==> src/rtl/instr_fetch_unit.sv <==
// instr_fetch_unit: drives the instruction ROM address from the PC, buffers fetched words
// in a prefetch FIFO and hands them to decode over a valid/ready handshake.
// Ports: clock, reset_n (async active-low); rom_address/rom_q (combinational ROM);
// redirect_valid/redirect_pc (fetch restart); instr_valid/instr/instr_pc/instr_ready (decode);
// fetch_done (END state). Macro IFETCH_PERF_CNT_EN adds perf_fetch_cnt/perf_stall_cnt.
module instr_fetch_unit #(
  parameter logic [31:0] RESET_PC  = 32'd0,
  parameter int unsigned ROM_WORDS = 32,
  parameter int unsigned DEPTH     = 4
) (
  input  logic        clock,
  input  logic        reset_n,
  output logic [31:0] rom_address,
  input  logic [31:0] rom_q,
  input  logic        redirect_valid,
  input  logic [31:0] redirect_pc,
  output logic        instr_valid,
  output logic [31:0] instr,
  output logic [31:0] instr_pc,
  input  logic        instr_ready,
  output logic        fetch_done
`ifdef IFETCH_PERF_CNT_EN
  ,
  output logic [31:0] perf_fetch_cnt,
  output logic [31:0] perf_stall_cnt
`endif
);
  localparam int AW = $clog2(DEPTH);
  localparam int CW = AW + 1;
  localparam logic [31:0] LAST = 32'(ROM_WORDS - 1);
  localparam logic [CW-1:0] FULL = CW'(DEPTH);
  typedef enum logic [1:0] {S_RUN, S_STALL, S_END} state_e;
  state_e state_q, state_d;
  logic [31:0] pc_q, pc_d;
  logic [CW-1:0] count_q, count_d;
  logic [AW-1:0] wr_q, wr_d, rd_q, rd_d;
  logic [31:0] data_q [DEPTH];
  logic [31:0] addr_q [DEPTH];
  logic pop, push, in_range;
  assign instr_valid = count_q != '0;
  assign pop         = instr_valid && instr_ready;
  assign push        = state_q == S_RUN && (count_q != FULL || pop);
  assign in_range    = redirect_pc < ROM_WORDS;
  assign rom_address = pc_q;
  assign fetch_done  = state_q == S_END;
  // Array contents are not reset, so the head is masked until an entry is valid.
  assign instr       = instr_valid ? data_q[rd_q] : '0;
  assign instr_pc    = instr_valid ? addr_q[rd_q] : '0;
  always_comb begin
    state_d = state_q;
    pc_d    = pc_q;
    count_d = count_q;
    wr_d    = wr_q;
    rd_d    = rd_q;
    if (redirect_valid) begin
      count_d = '0;
      wr_d    = '0;
      rd_d    = '0;
      state_d = in_range ? S_RUN : S_END;
      pc_d    = in_range ? redirect_pc : LAST;
    end else begin
      rd_d    = rd_q + AW'(pop);
      wr_d    = wr_q + AW'(push);
      count_d = count_q + CW'(push) - CW'(pop);
      pc_d    = (push && pc_q != LAST) ? pc_q + 32'd1 : pc_q;
      state_d = (state_q == S_STALL && pop) ? S_RUN :
                (push && pc_q == LAST) ? S_END :
                (state_q == S_RUN && count_d == FULL && !pop) ? S_STALL : state_q;
    end
  end
  always_ff @(posedge clock or negedge reset_n) begin
    if (!reset_n) begin
      state_q <= S_RUN;
      pc_q    <= RESET_PC;
      count_q <= '0;
      wr_q    <= '0;
      rd_q    <= '0;
    end else begin
      state_q <= state_d;
      pc_q    <= pc_d;
      count_q <= count_d;
      wr_q    <= wr_d;
      rd_q    <= rd_d;
    end
  end
  always_ff @(posedge clock) begin
    if (push && !redirect_valid) begin
      data_q[wr_q] <= rom_q;
      addr_q[wr_q] <= pc_q;
    end
  end
`ifdef IFETCH_PERF_CNT_EN
  // Counters survive redirects; only reset_n clears them.
  always_ff @(posedge clock or negedge reset_n) begin
    if (!reset_n) begin
      perf_fetch_cnt <= '0;
      perf_stall_cnt <= '0;
    end else begin
      perf_fetch_cnt <= perf_fetch_cnt + 32'(push && !redirect_valid);
      perf_stall_cnt <= perf_stall_cnt + 32'(state_q == S_STALL);
    end
  end
`endif
endmodule
==> config.mk <==
export PLATFORM = sky130hd
export DESIGN_NAME = instr_fetch_unit
export DESIGN_NICKNAME = d
export VERILOG_FILES = /design/src/rtl/instr_fetch_unit.sv
export SDC_FILE = /design/constraint.sdc
export NUM_CORES = 1
export LEC_CHECK = 0
export ABC_AREA = 0
export BUFFER_PORTS_ARGS = -buffer_cell sky130_fd_sc_hd__buf_2
export CAP_MARGIN = 15
export CORE_AREA = 2 2 189 191
export DETAILED_ROUTE_END_ITERATION = 8
export DIE_AREA = 0 0 191 193
export SETUP_SLACK_MARGIN = 0.02
export SLEW_MARGIN = 20
export SYNTH_ARGS = -nofsm -noshare
export SYNTH_HDL_FRONTEND = slang
export SYNTH_SLANG_ARGS = --single-unit
export TNS_END_PERCENT = 100
==> constraint.sdc <==
create_clock -name clock -period 9.64 [get_ports clock]
set_clock_uncertainty 0.1 [all_clocks]
set_input_delay 0.964 -clock clock [delete_from_list [all_inputs] [get_ports clock]]
set_output_delay 0.964 -clock clock [all_outputs]
set_load 0.02 [all_outputs]
; Yosys cells after proc, flatten, opt, wreduce, memory -nomap -nowiden
; Memory sizes are Yosys's and may differ from the RTL's.
; Cells that the tools add are included.
[word_totals]
regBits = 41
latch_bits = 0
ram_bits = 256
mem_bits_ro = 0
input_bits = 68
output_inout_bits = 98
word_cells = 49
mem_count = 2
[classes]
n_addsub = 5
mul = 0
n_div = 0
n_lt_le_gt_ge = 1
n_eq_ne = 6
n_shift = 0
n_mux = 15
bitwise = 0
reduce_logical = 15
[memory_table]
columns = name, depth, width, rd, rd_ports_with_merged_regs, wr, line
row1 = addr_q, 4, 32, 1, 0, 1, 38  ; logic [31:0] addr_q [DEPTH];
row2 = data_q, 4, 32, 1, 0, 1, 37  ; logic [31:0] data_q [DEPTH];
[ops]
columns = operator, count
row1 = $mux W32, 5
row2 = $add A32 B1 Y32 const B, 1
row3 = $eq A32 B5 Y1 const B, 1
row4 = $lt A32 B6 Y1 const B, 1
row5 = $ne A32 B5 Y1 const B, 1
row6 = $mux W2, 7
row7 = $logic_and A1 B1 Y1, 8
row8 = $add A2 B1 Y2, 2
row9 = $reduce_bool A4 Y1, 1
row10 = $add A3 B1 Y3, 1
row11 = $eq A3 B3 Y1 const B, 1
row12 = $mux W3, 1
row13 = $ne A3 B3 Y1 const B, 1
row14 = $reduce_bool A3 Y1, 1
row15 = $sub A3 B1 Y3, 1
row16 = $eq A2 B1 Y1 const B, 1
row17 = $eq A2 B2 Y1 const B, 1
row18 = $logic_not A1 Y1, 2
row19 = $logic_not A2 Y1, 1
row20 = $mux W1, 2
row21 = $reduce_bool A2 Y1, 1
row22 = $logic_or A1 B1 Y1, 1

; Depth between registers and ports, before layout
; Gate-level depths: netlist of run 1.
[logic_depth]
ltp_word = 13
mapped_depth = 15
mapped_depth_nobuf = 13

; Least setup slack after synthesis of run 1
; No wires, ideal clock.
[synth_timing]
path_kind = input to register
from = in instr_ready
to = mem addr_q[0][0], enable pin
setup_time_ns = 0.644
arrival_ns = 7.831
t_required_ns = 8.896
path_slack_ns = 1.066
stages = 6
n_path_buf = 3
cell_sequence = nor4b_1 -> or3_1 -> clkbuf_2 -> buf_2 -> buf_2 -> nor4_1
[synth_between]
elab_chain_cells = 6
[synth_rtl]
columns = element, line
row1 = "start, declared", 20  ; input logic instr_ready,
row2 = $logic_and A1 B1 Y1, 41  ; assign pop = instr_valid && instr_ready;
row3 = $logic_or A1 B1 Y1, 42  ; assign push = state_q == S_RUN && (count_q != FULL || pop);
row4 = $logic_and A1 B1 Y1, 42
row5 = $logic_and A1 B1 Y1, 87  ; if (push && !redirect_valid) begin
row6 = $mux W1, 87
row7 = $mux W1 (implied by the code), 89  ; addr_q[wr_q] <= pc_q;
row8 = "end, declared", 38
; Every way passes these cells.

; Final worst setup path of run 1
[layout_timing]
from = reg rd_q[0]
to = out instr_pc[20]
[layout_between]
elab_chain_cells = 2
[layout_rtl]
columns = element, line
row1 = "start, declared", 36  ; logic [AW-1:0] wr_q, wr_d, rd_q, rd_d;
row2 = "start signal, assigned", 83  ; rd_q <= rd_d;
row3 = $mem_v2 Z4 W32, n/a
row4 = $mux W32, 48  ; assign instr_pc = instr_valid ? addr_q[rd_q] : '0;
row5 = "end, declared", 19  ; output logic [31:0] instr_pc,
; Every way passes these cells.

==> results of run 1 <==
layer usage:
| metal | vias up | track usage [%] |
|---|---|---|
| met4 | 0 | 3.82 |
| met2 | 230 | 23.9 |
| met1 | 3438 | 19.5 |
| li1 | 3073 | - |
| met5 | - | 0 |
| met3 | 38 | 3.13 |
registers in the layout (all words and copies together), names as in the netlist:
name,count
count_q,3
wr_q,2
addr_q,128
data_q,128
rom_address,32
rd_q,2
state_q,2
where the power goes:
part | switching, mW | total (mW) | internal [mW]
combinational | 0.466 | 0.808 | 0.343
clock | 0.505 | 1.31 | 0.801
sequential | 0.0360 | 1.43 | 1.40
cells by family (layout without fill, tap and decap cells):
group | count (synthesis) | count (layout)
muxes | 68 | 68
AOI/OAI and AO/OA | 58 | 58
buffers and inverters | 46 | 242
adders and majority gates | 6 | 6
DFF | 297 | 297
xor gates and xnor gates | 4 | 4
and+or+nand+nor | 194 | 194
path summary, 6_finish.rpt:
kind                                 to       start
min in group clock           count_q[2]  count_q[2]
max reg2reg                  state_q[0]  count_q[1]
min reg2reg                  count_q[2]  count_q[2]
max in group asynchronous       rd_q[0]     reset_n
min                          count_q[1]     reset_n
max                        instr_pc[20]     rd_q[0]
metrics by stage:
stage	util (%)	power (mW)	instances
after detailed placement	38.4	2.29	1271
after CTS	41.7	3.60	1330
final	41.7	3.55	1330
after global placement	38.4	2.29	1271
after global routing	41.7	3.70	1330
after floorplan	-	2.01	673
Yosys cell counts (2+ instances only):
master / n
mux4_2: 64
dfrtp_1: 41
buf_2: 10
a21oi_1: 19
o31ai_1: 16
nor4_1: 22
xnor2_1: 3
or3_1: 7
nor2_1: 17
buf_6: 4
edfxtp_1: 256
inv_1: 8
nor3_4: 3
and4_1: 2
and3_1: 4
nor3_1: 4
o31a_1: 5
a31oi_1: 2
o21a_1: 6
o32a_1: 2
or4_1: 16
clkbuf_1: 22
nand2_1: 14
and2_1: 65
nor4b_1: 3
mux2_1: 3
o21ai_0: 4
ha_1: 5
nand4_1: 12
nor2b_1: 9
nand3_1: 13
critical path, stage by stage (launching register included):
cell,delay [ps]
dfrtp_4,720
buf_4,850
mux4_2,590
and2_1,210
buf_2,170
cell type report:
class	instances	share of cell area, %
tap	461	3.96
timing repair buffer	175	6.18
inverter	8	0.206
sequential	297	59.9
clock buffer	38	6.09
multi-input combinational	330	22.0
clock inverter	21	1.73
==> flow_metrics.py, run 1 <==
metrics = {
    "cts": {
        "cts_buffers": 34,
        "cts_sinks": 297,
        "cts_post_setup_buffers_inserted": 0,
        "cts_buffer_depth": 3,
        "clockRootBuffer": "clkbuf_16",
        "clock_tree.htree_level_count": 2,
        "ctsHoldBuffers": 0,
        "cts_tree": "yes",
        "worst_skew_pair.late_latency_ps": 510,
        "post_cts.resized_instances": 0,
        "post_cts_clock_slew_at_the_launch_and_capture_registers_of_the_worst_setup_and_hold_paths_ps": 60,
    },
    "routing": {
        "drt_pre_antenna_iters": 4,
        "detailedRoute.firstIterationViolations": 394,
        "met3_wirelength_mm": 1.65,
        "detailroute.via_count": 6779,
        "drc": 0,
        "routed.top_layer": "met4",
        "routed_wl_mm": 26.8,
        "met1_length_mm": 11.8,
        "drt.antenna.violating_nets": 0,
        "detail_route.wl_per_cell_um": 20.2,
        "met2_wirelength_mm": 12.9,
        "post_drt_via_cell_ratio": 5.10,
    },
    "final_layout": {
        "area_growth_syn_to_layout_pct": 20.4,
        "final_common_cell": "edfxtp_1",
        "filler_cell_count": 3139,
        "multiInputGateArea_um2": 3200,
        "layout.cell_area.non_filler_um2": 14600,
        "final_net_count": 920,
        "antenna_diode_count": 0,
        "regArea_um2": 8720,
        "layout.cells.most_common_list": "256 x edfxtp_1, 165 x buf_2, 65 x and2_1",
        "drive_gt1_share_pct": 35.1,
    },
    "synthesis": {
        "post_synth_top_area_cell": "edfxtp_1",
        "synth.avg_cell_area_um2": 18.0,
        "synthesis.nets": 747,
        "seq_area_frac_synth_pct": 72.0,
        "post_synth_xor_area_fraction_pct": 0.289,
        "post_synthesis_compound_gate_area_fraction_pct": 3.17,
        "number_of_enable_type_register_cells_in_the_synthesized_netlist": 256,
        "synthMuxAreaShare_pct": 12.3,
        "yosys_most_used_dff": "edfxtp_1",
        "synth_fa_ha_area_share_pct": 0.682,
        "post_synthesis_share_of_cell_area_spent_on_and_or_nand_and_nor_gates_pct": 9.80,
        "largest_family_of_logic_cells_by_synthesized_area": "multiplexers",
        "post_synth_instance_area_um2": 12100,
        "yosys.area.top_type_share_pct": 63.5,
        "ys_top_cells_by_area": "edfxtp_1 64%, mux4_2 12%, dfrtp_1 8.5%, and2_1 3.4%, nor4_1 1.1%",
        "gate_count_after_technology_mapping": 673,
        "ys_types": 43,
        "ys_async_sr_fraction_pct": 13.8,
        "yosys_register_bits": 297,
        "synth-warning-count": 0,
    },
    "floorplan": {
        "die_area_um2": 36900,
        "fp.dieH_um": 193,
        "row_cnt": 69,
        "start_util_pct": 34.6,
        "die_w_um": 191,
        "design.core.area_um2": 35000,
        "num_io_pins": 166,
    },
    "global_route": {
        "groute.usage.overall_pct": 14.5,
        "grt_overflow_total": 0,
        "first_global_vias": 6767,
        "largest_net_degree_at_the_start_of_global_routing": 66,
        "grt_pass1_wl_mm": 40.2,
        "antenna_violations_before_repair": 1,
    },
    "timing": {
        "post-route-period-util_pct": 43.1,
        "max_slew.worst_pin.slew_ps": 1050,
        "setup_tns_ps": 0,
        "drv_slew": 0,
        "grt_setup_unrepaired": "false",
        "finalHoldWorstSlack_ps": 496,
        "slew-limit-headroom_pct": 30.3,
        "finalWorstPathRequiredPeriod_ps": 4150,
        "worst_slack_ps": 5490,
        "achievable-frequency_ghz": 0.241,
        "hold_viol": 0,
        "setup_viol": 0,
    },
    "critical_path": {
        "critPathArrivalTime_ps": 3090,
        "worst-setup-path-type": "flop to primary output",
        "worst-r2r-cell-count": 13,
        "critPathCaptureType": "primary output",
        "cp-start-kind": "flop",
        "crit_path_max_fanout": 45,
        "critical_path_required_ps": 8580,
        "reg2reg_setup_slack_ps": 6240,
    },
    "worst_hold_path": {
        "timing.hold.worst.class": "input pin to asynchronous set/reset pin",
    },
    "placement": {
        "dpl-instance-area_um2": 13400,
        "pre_cts_ws_ps": 5630,
        "port_buffers": 165,
        "place.detailed.hpwl_mm": 15.7,
        "gpl.final_weighted_congestion": 0.755,
    },
    "power_and_ir_drop": {
        "vdd_ir_drop_max_v": 0.000277,
        "leakagePower_nw": 5.14,
        "power_density_nw_per_um2": 243,
    },
    "flow_run": {
        "max-cap-violations": 0,
    },
    "outcome": {
        "status": "complete, no violations",
    },
}
Note: power is estimated with default switching activity, not from simulation.
==> run 2, diff against run 1 <==
clock period = 3.95 ns   (was 9.64 ns; I/O delays follow)
==> run 2 against run 1 <==
  * Largest power group unchanged
  * Routed wire length decreased by 2.0%
  * Setup slack got worse by 4700 ps
  * Global-route usage is 0.083 points higher
  * Largest cell class unchanged
  * Die area did not move
  * Critical endpoint is now state_q[0]
  * Final cell count is 1.8% higher
  * Clock power rose by 130%
==> flow_metrics.py, run 2 (synthesized netlist as in run 1, its figures left out) <==
metrics = {
    "global_route": {
        "first_global_vias": 6980,
        "grt_pass1_wl_mm": 40.6,
        "antenna_violations_before_repair": 0,
        "largest_net_degree_at_the_start_of_global_routing": 66,
        "grt_overflow_total": 0,
        "groute.usage.overall_pct": 14.6,
    },
    "critical_path": {
        "cpMostUsedCell": "inv_1",
        "critical_path.top_delay_family": "simple AND/OR/NAND/NOR gates",
        "critical_path_required_ps": 4250,
        "worst-path-buf-inv": 3,
        "timing.critical_path.cells": "or3_2, nand2_1, inv_1, ha_1, inv_1, ha_1, inv_1, fa_1, xor2_1, xnor2_1, nor4b_1, o22ai_1, a211oi_1",
        "cp-start-kind": "flop",
        "critPathCaptureType": "flop",
        "crit_path_max_incr_delay_ps": 480,
        "critPathArrivalTime_ps": 3430,
        "slowest_stage": "or3_2",
        "reg2reg_setup_slack_ps": 820,
        "worst-setup-path-type": "flop to flop",
        "crit_path_max_fanout": 4,
        "r2r-start": "count_q[1]",
        "r2r_end": "state_q[0]",
        "worst-r2r-cell-count": 13,
    },
    "cts": {
        "worst_skew_pair.late_latency_ps": 500,
        "post_cts_clock_slew_at_the_launch_and_capture_registers_of_the_worst_setup_and_hold_paths_ps": 60,
        "cts_sinks": 297,
        "post_cts.resized_instances": 0,
        "cts_post_setup_buffers_inserted": 0,
        "clock_tree.htree_level_count": 2,
        "ctsHoldBuffers": 16,
        "cts_buffer_depth": 3,
        "clockRootBuffer": "clkbuf_16",
        "cts_buffers": 34,
        "cts_tree": "yes",
    },
    "floorplan": {
        "fp.dieH_um": 193,
        "num_io_pins": 166,
        "start_util_pct": 34.6,
        "die_area_um2": 36900,
        "row_cnt": 69,
        "die_w_um": 191,
        "design.core.area_um2": 35000,
    },
    "final_layout": {
        "layout.cell_area.non_filler_um2": 14800,
        "final_common_cell": "edfxtp_1",
        "filler_cell_count": 3157,
        "antenna_diode_count": 0,
        "layout.cells.most_common_list": "256 x edfxtp_1, 165 x buf_2, 65 x and2_1",
        "final_net_count": 944,
        "multiInputGateArea_um2": 3210,
        "area_growth_syn_to_layout_pct": 22.0,
        "regArea_um2": 8720,
        "drive_gt1_share_pct": 34.4,
    },
    "routing": {
        "detailedRoute.firstIterationViolations": 554,
        "detail_route.wl_per_cell_um": 19.4,
        "detailroute.via_count": 6852,
        "post_drt_via_cell_ratio": 5.06,
        "drc": 0,
        "drt.antenna.violating_nets": 0,
        "drt_pre_antenna_iters": 4,
        "routed_wl_mm": 26.3,
    },
    "placement": {
        "gpl.final_weighted_congestion": 0.761,
        "place.detailed.hpwl_mm": 16.0,
        "dpl-instance-area_um2": 13500,
        "port_buffers": 165,
    },
    "power_and_ir_drop": {
        "vdd_ir_drop_max_v": 0.000708,
        "leakagePower_nw": 5.21,
        "power_density_nw_per_um2": 576,
    },
    "worst_hold_path": {
        "whs_endpoint": "rom_address[2]",
        "source_of_the_worst_hold_timing_path": "redirect_pc[2]",
        "worstHoldPathCells": 2,
        "timing.hold.worst.class": "input pin to flop",
    },
    "outcome": {
        "status": "complete, no violations",
    },
    "timing": {
        "setup_tns_ps": 0,
        "hold_viol": 0,
        "drv_slew": 0,
        "slew-limit-headroom_pct": 35.5,
        "finalWorstPathRequiredPeriod_ps": 3130,
        "max_slew.worst_pin.slew_ps": 968,
        "achievable-frequency_ghz": 0.320,
        "setup_viol": 0,
        "grt_setup_unrepaired": "false",
        "post-route-period-util_pct": 79.2,
    },
    "flow_run": {
        "max-cap-violations": 0,
    },
}
==> run 2: cell types whose count changed in the layout (fill, tap and decap cells not counted), moves of 3 or more <==
cell	before	now
buf_4	10	15
clkbuf_1	3	7
clkinvlp_4	3	0
dlygate4sd3_1	0	17
==> run 2: metrics by stage <==
step                hold WS [ps]  setup WS (ps)  std cells  total power, mW  util [%]
floorplan                 -0.591           85.1        673             4.91         -
global placement             479            961       1278             5.60      38.7
detailed placement           500            797       1278             5.60      38.7
CTS                        0.200            794       1353             8.66      42.2
global route               0.347            622       1354             8.93      42.2
finish                      21.1            822       1354             8.50      42.2
==> run 2: worst max path at each step <==
stage	depth (start not counted)	from	slack (ps)	endpoint
after floorplan	6	count_q[2]	90	addr_q[0][0]
final	13	count_q[1]	820	state_q[0]
after CTS	4	rd_q[0]	790	instr_pc[6]
after global routing	13	count_q[1]	620	state_q[0]
after global placement	13	count_q[1]	960	state_q[0]
after detailed placement	13	count_q[1]	800	state_q[0]
==> run 2: final cells by class <==
| type | instances | area share (%) |
|---|---|---|
| clock inverter | 16 | 1.08 |
| clock buffer | 43 | 6.20 |
| inverter | 8 | 0.203 |
| multi-input combinational | 330 | 21.7 |
| timing repair buffer | 199 | 7.78 |
| tap | 461 | 3.91 |
| sequential | 297 | 59.1 |
==> run 2: report_power, final <==
group / internal [mW] / switching [mW]
Sequential: 3.41 / 0.103
Clock: 1.84 / 1.18
Combinational: 0.866 / 1.11
==> run 2: per-layer routing <==
| metal | global-route usage [%] | vias up | routed length [um] |
|---|---|---|---|
| met4 | 3.91 | 0 | 486 |
| met1 | 20.0 | 3499 | 11700 |
| li1 | - | 3112 | - |
| met2 | 23.6 | 202 | 12600 |
| met3 | 3.19 | 39 | 1570 |
| met5 | 0 | - | 0 |
==> run 2: worst register-to-register path, cell delays in order (launching register included) <==
cell      delay (ps)
dfrtp_1          430
or3_2            480
nand2_1          100
inv_1             60
ha_1             290
inv_1             60
ha_1             130
inv_1             50
fa_1             370
xor2_1           160
xnor2_1          150
nor4b_1          280
o22ai_1          150
a211oi_1         220
